--- config.mk ---
export PLATFORM = sky130hd
export DESIGN_NAME = mseq_reseed_arbiter
export DESIGN_NICKNAME = d
export VERILOG_FILES = /design/src/rtl/mseq_reseed_arbiter_pkg.sv /design/src/rtl/mseq_reseed_arbiter_rr.sv /design/src/rtl/mseq_reseed_arbiter.sv
export SDC_FILE = /design/constraint.sdc
export NUM_CORES = 1
export LEC_CHECK = 0
export ABC_AREA = 1
export CORE_MARGIN = 4
export CORE_UTILIZATION = 49
export CTS_CLUSTER_SIZE = 30
export DETAILED_ROUTE_END_ITERATION = 16
export PLACE_DENSITY = 0.8
export SLEW_MARGIN = 40
export SYNTH_ARGS = -nofsm -noshare
export SYNTH_HDL_FRONTEND = slang
export SYNTH_SLANG_ARGS = --single-unit
--- constraint.sdc ---
create_clock -name clk -period 2.3 [get_ports clk]
set_input_delay 0.46 -clock clk [delete_from_list [all_inputs] [get_ports clk]]
set_output_delay 0.46 -clock clk [all_outputs]
set_load 0.02 [all_outputs]
--- src/rtl/mseq_reseed_arbiter_pkg.sv ---
// Shared types and sizing helpers for the M-sequence reseed arbiter.
package mseq_arb_pkg;

  typedef enum logic [1:0] {IDLE, COLLECT, DELIVER, HOLDOFF} state_e;

  localparam int BCNT_W = 8;

  // Chaotic words needed to cover one seed.
  function automatic int words_f(input int iw, input int dw);
    return (iw + dw - 1) / dw;
  endfunction

  // Each n1_valid beat carries three words (x, y, z).
  function automatic int beats_f(input int words);
    return (words + 2) / 3;
  endfunction

endpackage

--- src/rtl/mseq_reseed_arbiter_rr.sv ---
// Circular-priority one-hot pick: first requester strictly after ptr wins.
module rr_arbiter #(
  parameter int NUM_REQ = 4,
  parameter int PTR_W   = 2
) (
  input  logic [NUM_REQ-1:0] req,
  input  logic [PTR_W-1:0]   ptr,
  output logic [NUM_REQ-1:0] gnt
);

  logic             found;
  logic [PTR_W-1:0] idx;

  always_comb begin
    gnt   = '0;
    found = 1'b0;
    idx   = '0;
    for (int k = 1; k <= NUM_REQ; k++) begin
      idx = PTR_W'((int'(ptr) + k) % NUM_REQ);
      if (!found && req[idx]) begin
        gnt[idx] = 1'b1;
        found    = 1'b1;
      end
    end
  end

endmodule

--- src/rtl/mseq_reseed_arbiter.sv ---
// Round-robin sharing of the chaotic x/y/z stream as packed seeds for a bank of M-sequence instances.
module mseq_reseed_arbiter
  import mseq_arb_pkg::*;
#(
  parameter int DATA_WIDTH       = 64,
  parameter int INPUT_DATA_WIDTH = 288,
  parameter int NUM_REQ          = 4
) (
  input  logic                        clk,
  input  logic                        rst_n,
  input  logic                        n1_valid,
  input  logic [DATA_WIDTH-1:0]       xn1,
  input  logic [DATA_WIDTH-1:0]       yn1,
  input  logic [DATA_WIDTH-1:0]       zn1,
  input  logic [NUM_REQ-1:0]          reseed_req,
  output logic [NUM_REQ-1:0]          reseed_gnt,
  output logic [INPUT_DATA_WIDTH-1:0] MSEQ_din,
  output logic [NUM_REQ-1:0]          MSEQ_din_valid,
  output logic                        busy,
  output logic [15:0]                 reseed_count
);

  localparam int WORDS = words_f(INPUT_DATA_WIDTH, DATA_WIDTH);
  localparam int BEATS = beats_f(WORDS);
  localparam int BEAT_W = 3 * DATA_WIDTH;
  localparam int BUF_W = BEATS * BEAT_W;
  localparam int PTR_W = (NUM_REQ > 1) ? $clog2(NUM_REQ) : 1;

  state_e              state;
  logic [PTR_W-1:0]    ptr;
  logic [PTR_W-1:0]    gnt_idx;
  logic [NUM_REQ-1:0]  pick;
  logic [BUF_W-1:0]    pack;
  logic [BUF_W-1:0]    pack_nxt;
  logic [BCNT_W-1:0]   bcnt;
  logic [15:0]         cnt_q;

  assign reseed_count = cnt_q;

  rr_arbiter #(.NUM_REQ(NUM_REQ), .PTR_W(PTR_W)) u_rr (
    .req (reseed_req),
    .ptr (ptr),
    .gnt (pick)
  );

  // Oldest beat drifts toward the MSB end; x leads within a beat.
  generate
    if (BEATS == 1) begin : g_pack1
      assign pack_nxt = {xn1, yn1, zn1};
    end else begin : g_packn
      assign pack_nxt = {pack[BUF_W-BEAT_W-1:0], xn1, yn1, zn1};
    end
  endgenerate

  always_comb begin
    gnt_idx = '0;
    for (int i = 0; i < NUM_REQ; i++)
      if (reseed_gnt[i]) gnt_idx = PTR_W'(i);
  end

  always_ff @(posedge clk or negedge rst_n) begin
    if (!rst_n) begin
      state          <= IDLE;
      ptr            <= PTR_W'(NUM_REQ - 1);
      reseed_gnt     <= '0;
      MSEQ_din       <= '0;
      MSEQ_din_valid <= '0;
      busy           <= 1'b0;
      cnt_q          <= '0;
      pack           <= '0;
      bcnt           <= '0;
    end else begin
      case (state)
        IDLE: begin
          // A beat landing on the grant cycle is deliberately dropped.
          if (|reseed_req) begin
            reseed_gnt <= pick;
            bcnt       <= '0;
            busy       <= 1'b1;
            state      <= COLLECT;
          end
        end
        COLLECT: begin
          if (n1_valid) begin
            pack <= pack_nxt;
            if (bcnt == BCNT_W'(BEATS - 1)) begin
              MSEQ_din       <= pack_nxt[BUF_W-1 -: INPUT_DATA_WIDTH];
              MSEQ_din_valid <= reseed_gnt;
              state          <= DELIVER;
            end else begin
              bcnt <= bcnt + BCNT_W'(1);
            end
          end
        end
        DELIVER: begin
          MSEQ_din_valid <= '0;
          reseed_gnt     <= '0;
          ptr            <= gnt_idx;
          cnt_q          <= cnt_q + 16'd1;
          state          <= HOLDOFF;
        end
        HOLDOFF: begin
          busy  <= 1'b0;
          state <= IDLE;
        end
        default: begin
          state <= IDLE;
        end
      endcase
    end
  end

endmodule

==> flow_summary.yaml <==
status:
  status: "completed"
power:
  ir_drop_mv: 0.966
  leakagePower_nw: 14.0
  p_per_area_nw_per_um2: 1500
sta:
  fin_ws_ns: 0.143
  fin_worst_skew_ns: 0.0169
  hold_slack_ns: 0.412
  fmax_ghz: 0.464
  setup_violations: 0
  finalHoldViolations: 0
  rsz0062_at_grt: "true"
  maxSlewHeadroom_pct: 52.5
  maxSlewViolCount: 0
  period_share_pct: 93.8
  worst_slew_pin_slew_ns: 0.713
  finalCriticalPeriod_ns: 2.16
finish:
  synthToLayoutAreaGrowth_pct: 36.5
  fin_nets: 2944
  layout_commonest_cell: "nand2_1"
  stdcell_area_um2: 27900
  final_cell_count_no_fill: 3294
  drive_gt1_share_pct: 4.75
  mostFrequentLayoutCells: "929 x nand2_1, 515 x dfrtp_1, 510 x clkdlybuf4s50_1"
  fin_util_pct: 68.0
critical_path:
  arrival_ns: 1.70
  cp_num_buf_inv: 1
  critPathTopFamily: "buffers and inverters"
  max_stage_delay_ns: 0.65
  critPathCaptureType: "primary output"
  path_depth: 1
  reg2reg_depth: 11
  path_cells: "clkdlybuf4s50_1"
  start_kind: "flop"
  cp.required_ns: 1.84
  worstSetupPathType: "reg2out"
  slowest_stage: "clkdlybuf4s50_1"
  crit_fanout: 6
place:
  place_ws_ns: 0.0139
  dpl-instance-area_um2: 26200
  place_congestion: 0.903
  io_buffers: 511
  placed_cells: 3206
  hpwl_mm: 41.3
global_routing:
  grt_usage_pct: 26.1
  grt_pass1_wl_mm: 94.0
  grt_start_max_net_pins: 171
  antenna_found_initial: 1
  grt_pass1_vias: 17400
  grt.overflow.total: 0
clock_network:
  cts_tree: "built"
  clkTransAtPathRegs_ns: 0.06
  clock_latency_ns: 0.58
  cts_max_level: 2
  cts_buffers: 52
  cts_buffer_depth: 3
  clock-sinks: 517
  cts-root-buf: "clkbuf_16"
floorplan:
  die-area_um2: 45000
  start_util_pct: 49.8
  die_width_um: 212
  die_y_um: 212
  rows: 74
  core_area_um2: 41000
  ioPinCount: 512
logic_synthesis:
  ys_warn_count: 0
  syn_inst: 2242
  yosysSeqAreaShare_pct: 63.4
  syn_nets: 2456
  avgSynthCellArea_um2: 9.11
  synth_seq_cells: 517
  ys_types: 27
  netlist_area_um2: 20400
routing:
  drt_pass1_iterations: 6
  wl_mm: 59.8
  final_antenna_net_count: 0
  drc: 0
  vias: 17200
  via_per_inst: 5.22
  wire_per_inst_um: 18.2
  drt_first_iter_violations: 2022
hold_path:
  min_path_type: "in2reg"
  hold_depth: 3
run:
  maxCapViolCount: 0
## sequential cells by signal, summed over array words and instances (netlist names)
name and cells:
ptr 2, MSEQ_din 288, state 2, reseed_count 16, MSEQ_din_valid 4, pack 192
reseed_gnt 4, bcnt 8, busy 1
## through the flow
step | TNS, ns | power [mW]
floorplan | 0 | 24.7
global placement | 0 | 32.8
detailed placement | 0 | 33.5
CTS | 0 | 42.0
global route | -0.0246 | 44.2
finish | 0 | 41.7
## routing by layer
layer  vias to the layer above  track usage [%]  routed length (um)
met5                         -                0                   0
met4                         0             10.2                2430
met3                       139             5.43                4120
met2                       652             44.6               30300
met1                      8397             32.9               23000
li1                       8010                -                   -
## logic make-up after synthesis
family | count (synthesis) | synth area share, %
AO/OA/AOI/OAI | 226 | 5.57
adder cells (fa/ha/maj) | 15 | 0.919
XOR/XNOR | 17 | 0.729
flip-flops | 517 | 63.4
AND/OR/NAND/NOR | 1192 | 23.5
buffers and inverters | 275 | 5.90
## cells in the mapped netlist
| cell type | count | area, um2 |
|---|---|---|
| o21ai_0 | 123 | 616 |
| nor3b_1 | 2 | 15.0 |
| dfrtp_1 | 515 | 12900 |
| a21o_1 | 1 | 7.51 |
| ha_1 | 15 | 188 |
| nand2_2 | 1 | 6.26 |
| nand4_1 | 4 | 25.0 |
| inv_1 | 144 | 541 |
| buf_2 | 78 | 390 |
| o21ai_1 | 100 | 500 |
| buf_6 | 7 | 78.8 |
| xor2_1 | 12 | 105 |
| nor2_1 | 22 | 82.6 |
| nand3b_1 | 1 | 7.51 |
| nor2_2 | 1 | 6.26 |
| nor4_2 | 1 | 12.5 |
| buf_4 | 6 | 45.0 |
| buf_1 | 1 | 3.75 |
| xnor2_1 | 5 | 43.8 |
| nand2_4 | 1 | 11.3 |
| dfstp_2 | 2 | 52.6 |
| clkbuf_1 | 36 | 135 |
| nand2_1 | 930 | 3490 |
| a22oi_1 | 2 | 15.0 |
| nand3_1 | 225 | 1130 |
| inv_2 | 3 | 11.3 |
| nor3_1 | 4 | 20.0 |
## cell type report
cell class              instances  area (um2)
repair buffers                562        5790
inverters                     147         564
clock inverters                 7         114
multi-input cells            1450        6300
flip-flops and latches        517       12900
diodes                          4        10.0
clock buffers                  75        1500
fillers                      3052       13100
well taps                     532         666
## path summary, 6_finish.rpt
| check | slack (ns) | endpoint | startpoint |
|---|---|---|---|
| max in group asynchronous | 0.94 | MSEQ_din[226]$_DFFE_PN0P_ | rst_n |
| worst max-delay path | 0.14 | reseed_count[2] | reseed_count[2]$_DFFE_PN0P_ |
| min in group asynchronous | 0.43 | MSEQ_din[55]$_DFFE_PN0P_ | rst_n |
| worst min-delay path | 0.41 | pack[81]$_DFFE_PN0P_ | yn1[17] |
| worst min register to register | 0.47 | MSEQ_din[200]$_DFFE_PN0P_ | MSEQ_din[200]$_DFFE_PN0P_ |
| worst max register to register | 0.18 | reseed_gnt[0]$_DFFE_PN0P_ | ptr[1]$_DFFE_PN1P_ |
## worst register-to-register path: stages (launching register included)
cell and delay (ns):
dfstp_2 0.61, inv_1 0.17, ha_1 0.34, inv_1 0.09
nand3_2 0.14, nand2_2 0.11, nand2_1 0.08, nor2_2 0.18
nand2_1 0.08, nand3_1 0.09, nand2_1 0.07, nand2_1 0.09
## power breakdown
| part | internal, mW | total [mW] | switching [mW] |
|---|---|---|---|
| Combinational | 7.32 | 17.5 | 10.2 |
| Clock | 4.80 | 8.18 | 3.38 |
| Sequential | 13.4 | 16.0 | 2.59 |
## what timing repair did
item | 4_1_cts | 5_1_grt
buffers inserted | 0 | 1
setup endpoints to repair | 0 | 26
hold endpoints to repair | 45 | 0
resized for setup | 0 | 3
hold buffers | 1 | 0
(Power assumes the default switching activity.)
